<file path="src/rtl/alu_sequencer.sv">
// alu_sequencer: accepts one command, drives the operand-register loads and the ALU enable, then captures and returns the result.
// Optional feature macro ALU_SEQ_FLAGS_EN: registered zero/negative flags on the captured result (tied to 0 when undefined).
module alu_sequencer #(
  parameter int WIDTH    = 8,
  parameter int ALU_WAIT = 1
) (
  input  logic             clk,
  input  logic             rst_n,
  input  logic             cmd_valid,
  output logic             cmd_ready,
  input  logic [3:0]       cmd_opcode,
  input  logic [WIDTH-1:0] cmd_a,
  input  logic [WIDTH-1:0] cmd_b,
  output logic [WIDTH-1:0] dataAIn,
  output logic [WIDTH-1:0] dataBIn,
  output logic             loadA,
  output logic             loadB,
  output logic             sendALU,
  output logic [3:0]       opcode,
  input  logic [WIDTH-1:0] resultIn,
  output logic             res_valid,
  input  logic             res_ready,
  output logic [WIDTH-1:0] res_data,
  output logic             res_zero,
  output logic             res_neg
);

  typedef enum logic [1:0] {
    IDLE = 2'd0,
    LOAD = 2'd1,
    EXEC = 2'd2,
    DONE = 2'd3
  } state_t;

  localparam logic [3:0] WAIT_INIT = 4'(ALU_WAIT);

  state_t     stateR;
  state_t     nextStateS;
  logic [3:0] waitCntR;
  logic       acceptS;
  logic       captureS;
  logic       cmdReadyS;
  logic       loadS;
  logic       sendS;
  logic       resValidS;

  // State register.
  always_ff @(posedge clk) begin
    if (!rst_n) begin
      stateR <= IDLE;
    end else begin
      stateR <= nextStateS;
    end
  end

  // Next-state decode; handshakes use the registered ready/valid so nothing depends on an unregistered output.
  always_comb begin
    nextStateS = stateR;
    acceptS    = 1'b0;
    captureS   = 1'b0;
    case (stateR)
      IDLE: begin
        if (cmd_valid && cmd_ready) begin
          nextStateS = LOAD;
          acceptS    = 1'b1;
        end else begin
          nextStateS = IDLE;
        end
      end
      LOAD: nextStateS = EXEC;
      EXEC: begin
        if (waitCntR == 4'd0) begin
          nextStateS = DONE;
          captureS   = 1'b1;
        end else begin
          nextStateS = EXEC;
        end
      end
      DONE: begin
        if (res_valid && res_ready) begin
          nextStateS = IDLE;
        end else begin
          nextStateS = DONE;
        end
      end
      default: nextStateS = IDLE;
    endcase
  end

  // Output decode from the upcoming state, so the registered strobes line up with the state they belong to.
  always_comb begin
    cmdReadyS = (nextStateS == IDLE);
    loadS     = (nextStateS == LOAD);
    sendS     = (nextStateS == EXEC);
    resValidS = (nextStateS == DONE);
  end

  // Registered strobes, latched command fields and captured result.
  always_ff @(posedge clk) begin
    if (!rst_n) begin
      cmd_ready <= 1'b0;
      loadA     <= 1'b0;
      loadB     <= 1'b0;
      sendALU   <= 1'b0;
      res_valid <= 1'b0;
      opcode    <= 4'd0;
      dataAIn   <= {WIDTH{1'b0}};
      dataBIn   <= {WIDTH{1'b0}};
      res_data  <= {WIDTH{1'b0}};
    end else begin
      cmd_ready <= cmdReadyS;
      loadA     <= loadS;
      loadB     <= loadS;
      sendALU   <= sendS;
      res_valid <= resValidS;
      if (acceptS) begin
        opcode  <= cmd_opcode;
        dataAIn <= cmd_a;
        dataBIn <= cmd_b;
      end
      if (captureS) begin
        res_data <= resultIn;
      end
    end
  end

  // ALU settle counter: loaded while leaving LOAD, counts down in EXEC.
  always_ff @(posedge clk) begin
    if (!rst_n) begin
      waitCntR <= 4'd0;
    end else if (stateR == LOAD) begin
      waitCntR <= WAIT_INIT;
    end else if ((stateR == EXEC) && (waitCntR != 4'd0)) begin
      waitCntR <= waitCntR - 4'd1;
    end
  end

`ifdef ALU_SEQ_FLAGS_EN
  function automatic logic isZero(input logic [WIDTH-1:0] v);
    return (v == {WIDTH{1'b0}});
  endfunction

  function automatic logic isNeg(input logic [WIDTH-1:0] v);
    return v[WIDTH-1];
  endfunction

  // Result flags, captured on the same edge as res_data.
  always_ff @(posedge clk) begin
    if (!rst_n) begin
      res_zero <= 1'b0;
      res_neg  <= 1'b0;
    end else if (captureS) begin
      res_zero <= isZero(resultIn);
      res_neg  <= isNeg(resultIn);
    end
  end
`else
  assign res_zero = 1'b0;
  assign res_neg  = 1'b0;
`endif

endmodule
</file>
<file path="config.mk">
export PLATFORM = sky130hd
export DESIGN_NAME = alu_sequencer
export DESIGN_NICKNAME = d
export VERILOG_FILES = /design/src/rtl/alu_sequencer.sv
export SDC_FILE = /design/constraint.sdc
export NUM_CORES = 1
export LEC_CHECK = 0
export ABC_AREA = 1
export BUFFER_PORTS_ARGS = -buffer_cell sky130_fd_sc_hd__buf_4
export CAP_MARGIN = 10
export CORE_MARGIN = 2
export CORE_UTILIZATION = 49
export DETAILED_ROUTE_END_ITERATION = 8
export PLACE_DENSITY_LB_ADDON = 0.05
export SLEW_MARGIN = 20
export SYNTH_ARGS = -nofsm -noshare
export SYNTH_HDL_FRONTEND = slang
export SYNTH_SLANG_ARGS = --single-unit
</file>
<file path="constraint.sdc">
create_clock -name clk -period 3.1 [get_ports clk]
set_input_delay 0.31 -clock clk [delete_from_list [all_inputs] [get_ports clk]]
set_output_delay 0.31 -clock clk [all_outputs]
set_load 0.005 [all_outputs]
</file>
== Yosys cells after proc, flatten, opt, wreduce, memory -nomap -nowiden ==
Cells that the tools add are included.
W data, S select, Z words.
Operators by class
  $add $sub $neg: 1
  $mul: 0
  div/mod/pow operators: 0
  $lt $le $gt $ge: 0
  equality and inequality tests: 6
  shift-type cells: 0
  muxes and demuxes: 10
  bitwise gates (word level): 1
  reduce and logical (&&, ||, !) cells: 9
Operators with widths (number)
  $eq A2 B2 Y1 const B: 4
  $mux W1: 8
  $pmux W2 S4: 1
  $eq A2 B1 Y1 const B: 2
  $logic_not A2 Y1: 2
  $logic_not A4 Y1: 1
  $reduce_bool A4 Y1: 1
  $sub A4 B1 Y4 const B: 1
  $logic_and A1 B1 Y1: 3
  $mux W2: 1
  $reduce_bool A2 Y1: 1
  $reduce_or A2 Y1: 1
  $not A1 Y1: 1
Word-level totals
  register bits: 38
  bits in latches: 0
  RAM bits: 0
  memory bits (read-only): 0
  input port bits: 32
  output and inout bits: 35
  word-level logic and storage cells: 38
  memories: 0

== Logic depth before layout (Yosys ltp) ==
  depth after elaboration: 4
  gate-level depth with buffers: 8
  depth with buffers taken out: 7

== Worst setup path after synthesis ==
No wires, ideal clock.
  kind: reg-to-reg
  start point: register waitCntR[0]
  end point: register res_data[0]
  setup time: 0.116 ns
  arrival: 0.985 ns
  data required time: 2.984 ns
  slack: 1.999 ns
  cell stages (with the launch flop): 7
  path buffers: 1
  clock period less this slack: 1.101 ns
  path through: dfxtp_1 -> inv_1 -> ha_1 -> nand3_2 -> buf_6 -> o21ai_0 -> nor2_1
Between the ends
  longest elaborated chain between the ends: 3
RTL lines
  start: declaration: line 39  | logic [3:0] waitCntR;
  start signal: assignment: line 134  | waitCntR <= waitCntR - 4'd1;
  $logic_not A4 Y1: line 72  | if (waitCntR == 4'd0) begin
  $mux W1: line 72
  $mux W1: line 61  | case (stateR)
  end signal: assignment: line 109  | res_data <= {WIDTH{1'b0}};
  end signal: assignment: line 122  | res_data <= resultIn;
  end: declaration: line 23  | output logic [WIDTH-1:0] res_data,
No other way between the ends.
A chain may end at the register's enable or synchronous reset.

== Worst setup path after layout ==
  start point: register stateR[1]
  end point: register dataAIn[4]
Between the ends
  longest elaborated chain between the ends: 2
RTL lines
  start: declaration: line 37  | state_t stateR;
  start signal: assignment: line 52  | stateR <= nextStateS;
  $logic_not A2 Y1: line 61
  $mux W1: line 61
  end signal: assignment: line 107  | dataAIn <= {WIDTH{1'b0}};
  end signal: assignment: line 118  | dataAIn <= cmd_a;
  end: declaration: line 14  | output logic [WIDTH-1:0] dataAIn,
No other way between the ends.

==> flow_summary.ini <==
[global_routing]
grt-ovfl-total = 0
met1_usage_pct = 25.1
grt_max_degree = 33
busiest_layer = met2
grt_pass1_wl_um = 5340
grt_pass1_vias = 1262
global_route.usage.total_pct = 20.7
antenna_found_initial = 0
grtUsageMet3_pct = 6.47
grtUsageMet2_pct = 33.9

[timing]
tightest_slew_ns = 0.583
slew_viol_final = 0
hold_ws_ns = 0.228
hold_viol = 0
worst_slack_ns = 1.42
clock.fmax_mhz = 596
maxSlewHeadroom_pct = 61.1
final-setup-viol-count = 0
grt_setup_unrepaired = false
clock_skew_ns = 0.00627
fin_crit_sh_pct = 54.2
tns_ns = 0
period_minus_slack_ns = 1.68

[critical_path]
required_ns = 3.37
worstReg2RegStart = stateR[1]$_SDFF_PN0_
crit_top_cell = nor2_1
worstSetupStartpointType = flip-flop
crit_path_top_delay_cell = inv_1
crit_family = simple AND/OR/NAND/NOR gates
crit_fanout = 23
cp_num_buf_inv = 1
worstPathArrival_ns = 1.95
r2r_slack_ns = 1.42
end_kind = flip-flop
critical_path_class = reg -> reg
critPathLaunch = stateR[1]$_SDFF_PN0_
cpPeakStageDelay_ns = 0.57
path_cells = nor2_1, nand3_2, inv_1, nor2_1, nor2_1

[floorplan]
rows = 19
initial_utilization_pct = 52.0
die_area_um2 = 3370
io_pins = 67
die_y_um = 58.1
die_w_um = 58.1
core_um2 = 2760

[clock_tree]
htreeDepth = 2
clk_latency_ns = 0.33
post_cts_buffers = 0
clkTransAtPathRegs_ns = 0.10
ctsHoldBuffers = 0
cts_buffer_depth = 2
cts_buffers = 5
cts_tree = built
clock_sinks = 38
cts-root-buf = clkbuf_4
cts_resized = 0

[final_layout]
regArea_um2 = 761
final_cell_mix = nor2_1 (72), buf_4 (64), dfxtp_1 (38)
nNetsFinal = 282
drive_gt1_share_pct = 29.3
antennaDiodeCount = 0
synthToLayoutAreaGrowth_pct = 34.2
final_cells = 280
multiInputGateArea_um2 = 553
fillCellCount = 243
final_common_cell = nor2_1

[route]
vias_per_cell = 4.73
wirelength_um = 3110
wl_per_cell_um = 11.1
drt-initial-drc-count = 70
drc = 0
first_pass_iters = 4
ant_nets = 0
vias = 1325

[synth]
yosysUniqueCellTypes = 17
synthCells = 188
synth_seq_cells = 38
postSynthAreaPerCell_um2 = 7.62
yosysWarnings = 0
yosysSeqAreaShare_pct = 53.1
netlist_area_um2 = 1430

[placement]
io_buffers = 64
place_hpwl_um = 2320
dp_slack_ns = 1.41
gp_congestion = 0.715
dp.cells = 273

[flow_run]
cap_viol_max_count = 0

[hold_path]
holdCritPathClass = in -> reg
min-delay-start = cmd_opcode[0]

[pwr]
p_leak_nw = 0.933
ir_drop_v = 0.000592
p_per_area_nw_per_um2 = 750

[outcome]
status = finished clean
==> cells by family after synthesis <==
group | synth area share (%)
compound gates | 11.5
fa+ha+maj | 0.873
buf+inv | 8.56
other cells | 0.262
simple gates | 25.7
flops | 53.1
==> registers in the layout (all words and copies together) (netlist names) <==
| signal | flops |
|---|---|
| opcode | 4 |
| res_data | 8 |
| stateR | 2 |
| dataAIn | 8 |
| res_valid | 1 |
| cmd_ready | 1 |
| waitCntR | 4 |
| sendALU | 1 |
| loadB | 1 |
| dataBIn | 8 |
==> worst register-to-register path, delay by kind of cell (launching register included) <==
family                 cells  cell delay, ns
and+or+nand+nor            4            0.68
buffers and inverters      1            0.57
DFF                        1            0.37
==> where the power goes <==
group          switching [mW]  leakage, nW  internal (mW)
Combinational           0.262        0.597          0.264
Sequential             0.0704        0.310          0.617
Clock                   0.143       0.0254         0.0856
==> area by class of cell <==
class	instances	area share [%]
Sequential cell	38	39.6
Multi-Input combinational cell	128	28.8
Timing Repair Buffer	64	25.0
Clock buffer	7	2.34
Inverter	12	2.34
Tap cell	31	2.02
==> cells in the mapped netlist <==
cell / count / area share [%]
a21oi_1: 3 / 1.0
buf_4: 3 / 1.6
buf_6: 3 / 2.4
clkbuf_1: 3 / 0.79
clkbuf_2: 2 / 0.70
conb_1: 1 / 0.26
dfxtp_1: 38 / 53
ha_1: 1 / 0.87
inv_1: 11 / 2.9
inv_2: 1 / 0.26
nand2_1: 12 / 3.1
nand2_2: 1 / 0.44
nand3_1: 4 / 1.4
nand3_2: 2 / 1.4
nand4_1: 1 / 0.44
nor2_1: 72 / 19
o21ai_0: 30 / 10
==> layer usage <==
metal | wire length, um | part of all wire [%]
met5 | 0 | 0
met4 | 56 | 1.8
met3 | 244 | 7.9
met2 | 1530 | 49
met1 | 1270 | 41
==> stage by stage <==
stage | utilization, % | total power, mW | cell area [um2]
after floorplan | - | 1.01 | 1440
after global placement | 68.1 | 1.21 | 1880
after detailed placement | 68.1 | 1.23 | 1880
after CTS | 69.7 | 1.46 | 1920
after global routing | 69.7 | 1.56 | 1920
final | 69.7 | 1.44 | 1920
==> path summary, 6_finish.rpt <==
kind,end,cells after the start
max,dataAIn[4]$_SDFFE_PN0P_,5
min,opcode[0]$_SDFFE_PN0P_,3
max reg2reg,dataAIn[4]$_SDFFE_PN0P_,5
min reg2reg,dataAIn[2]$_SDFFE_PN0P_,2
Power figures use the tool's default switching activity.
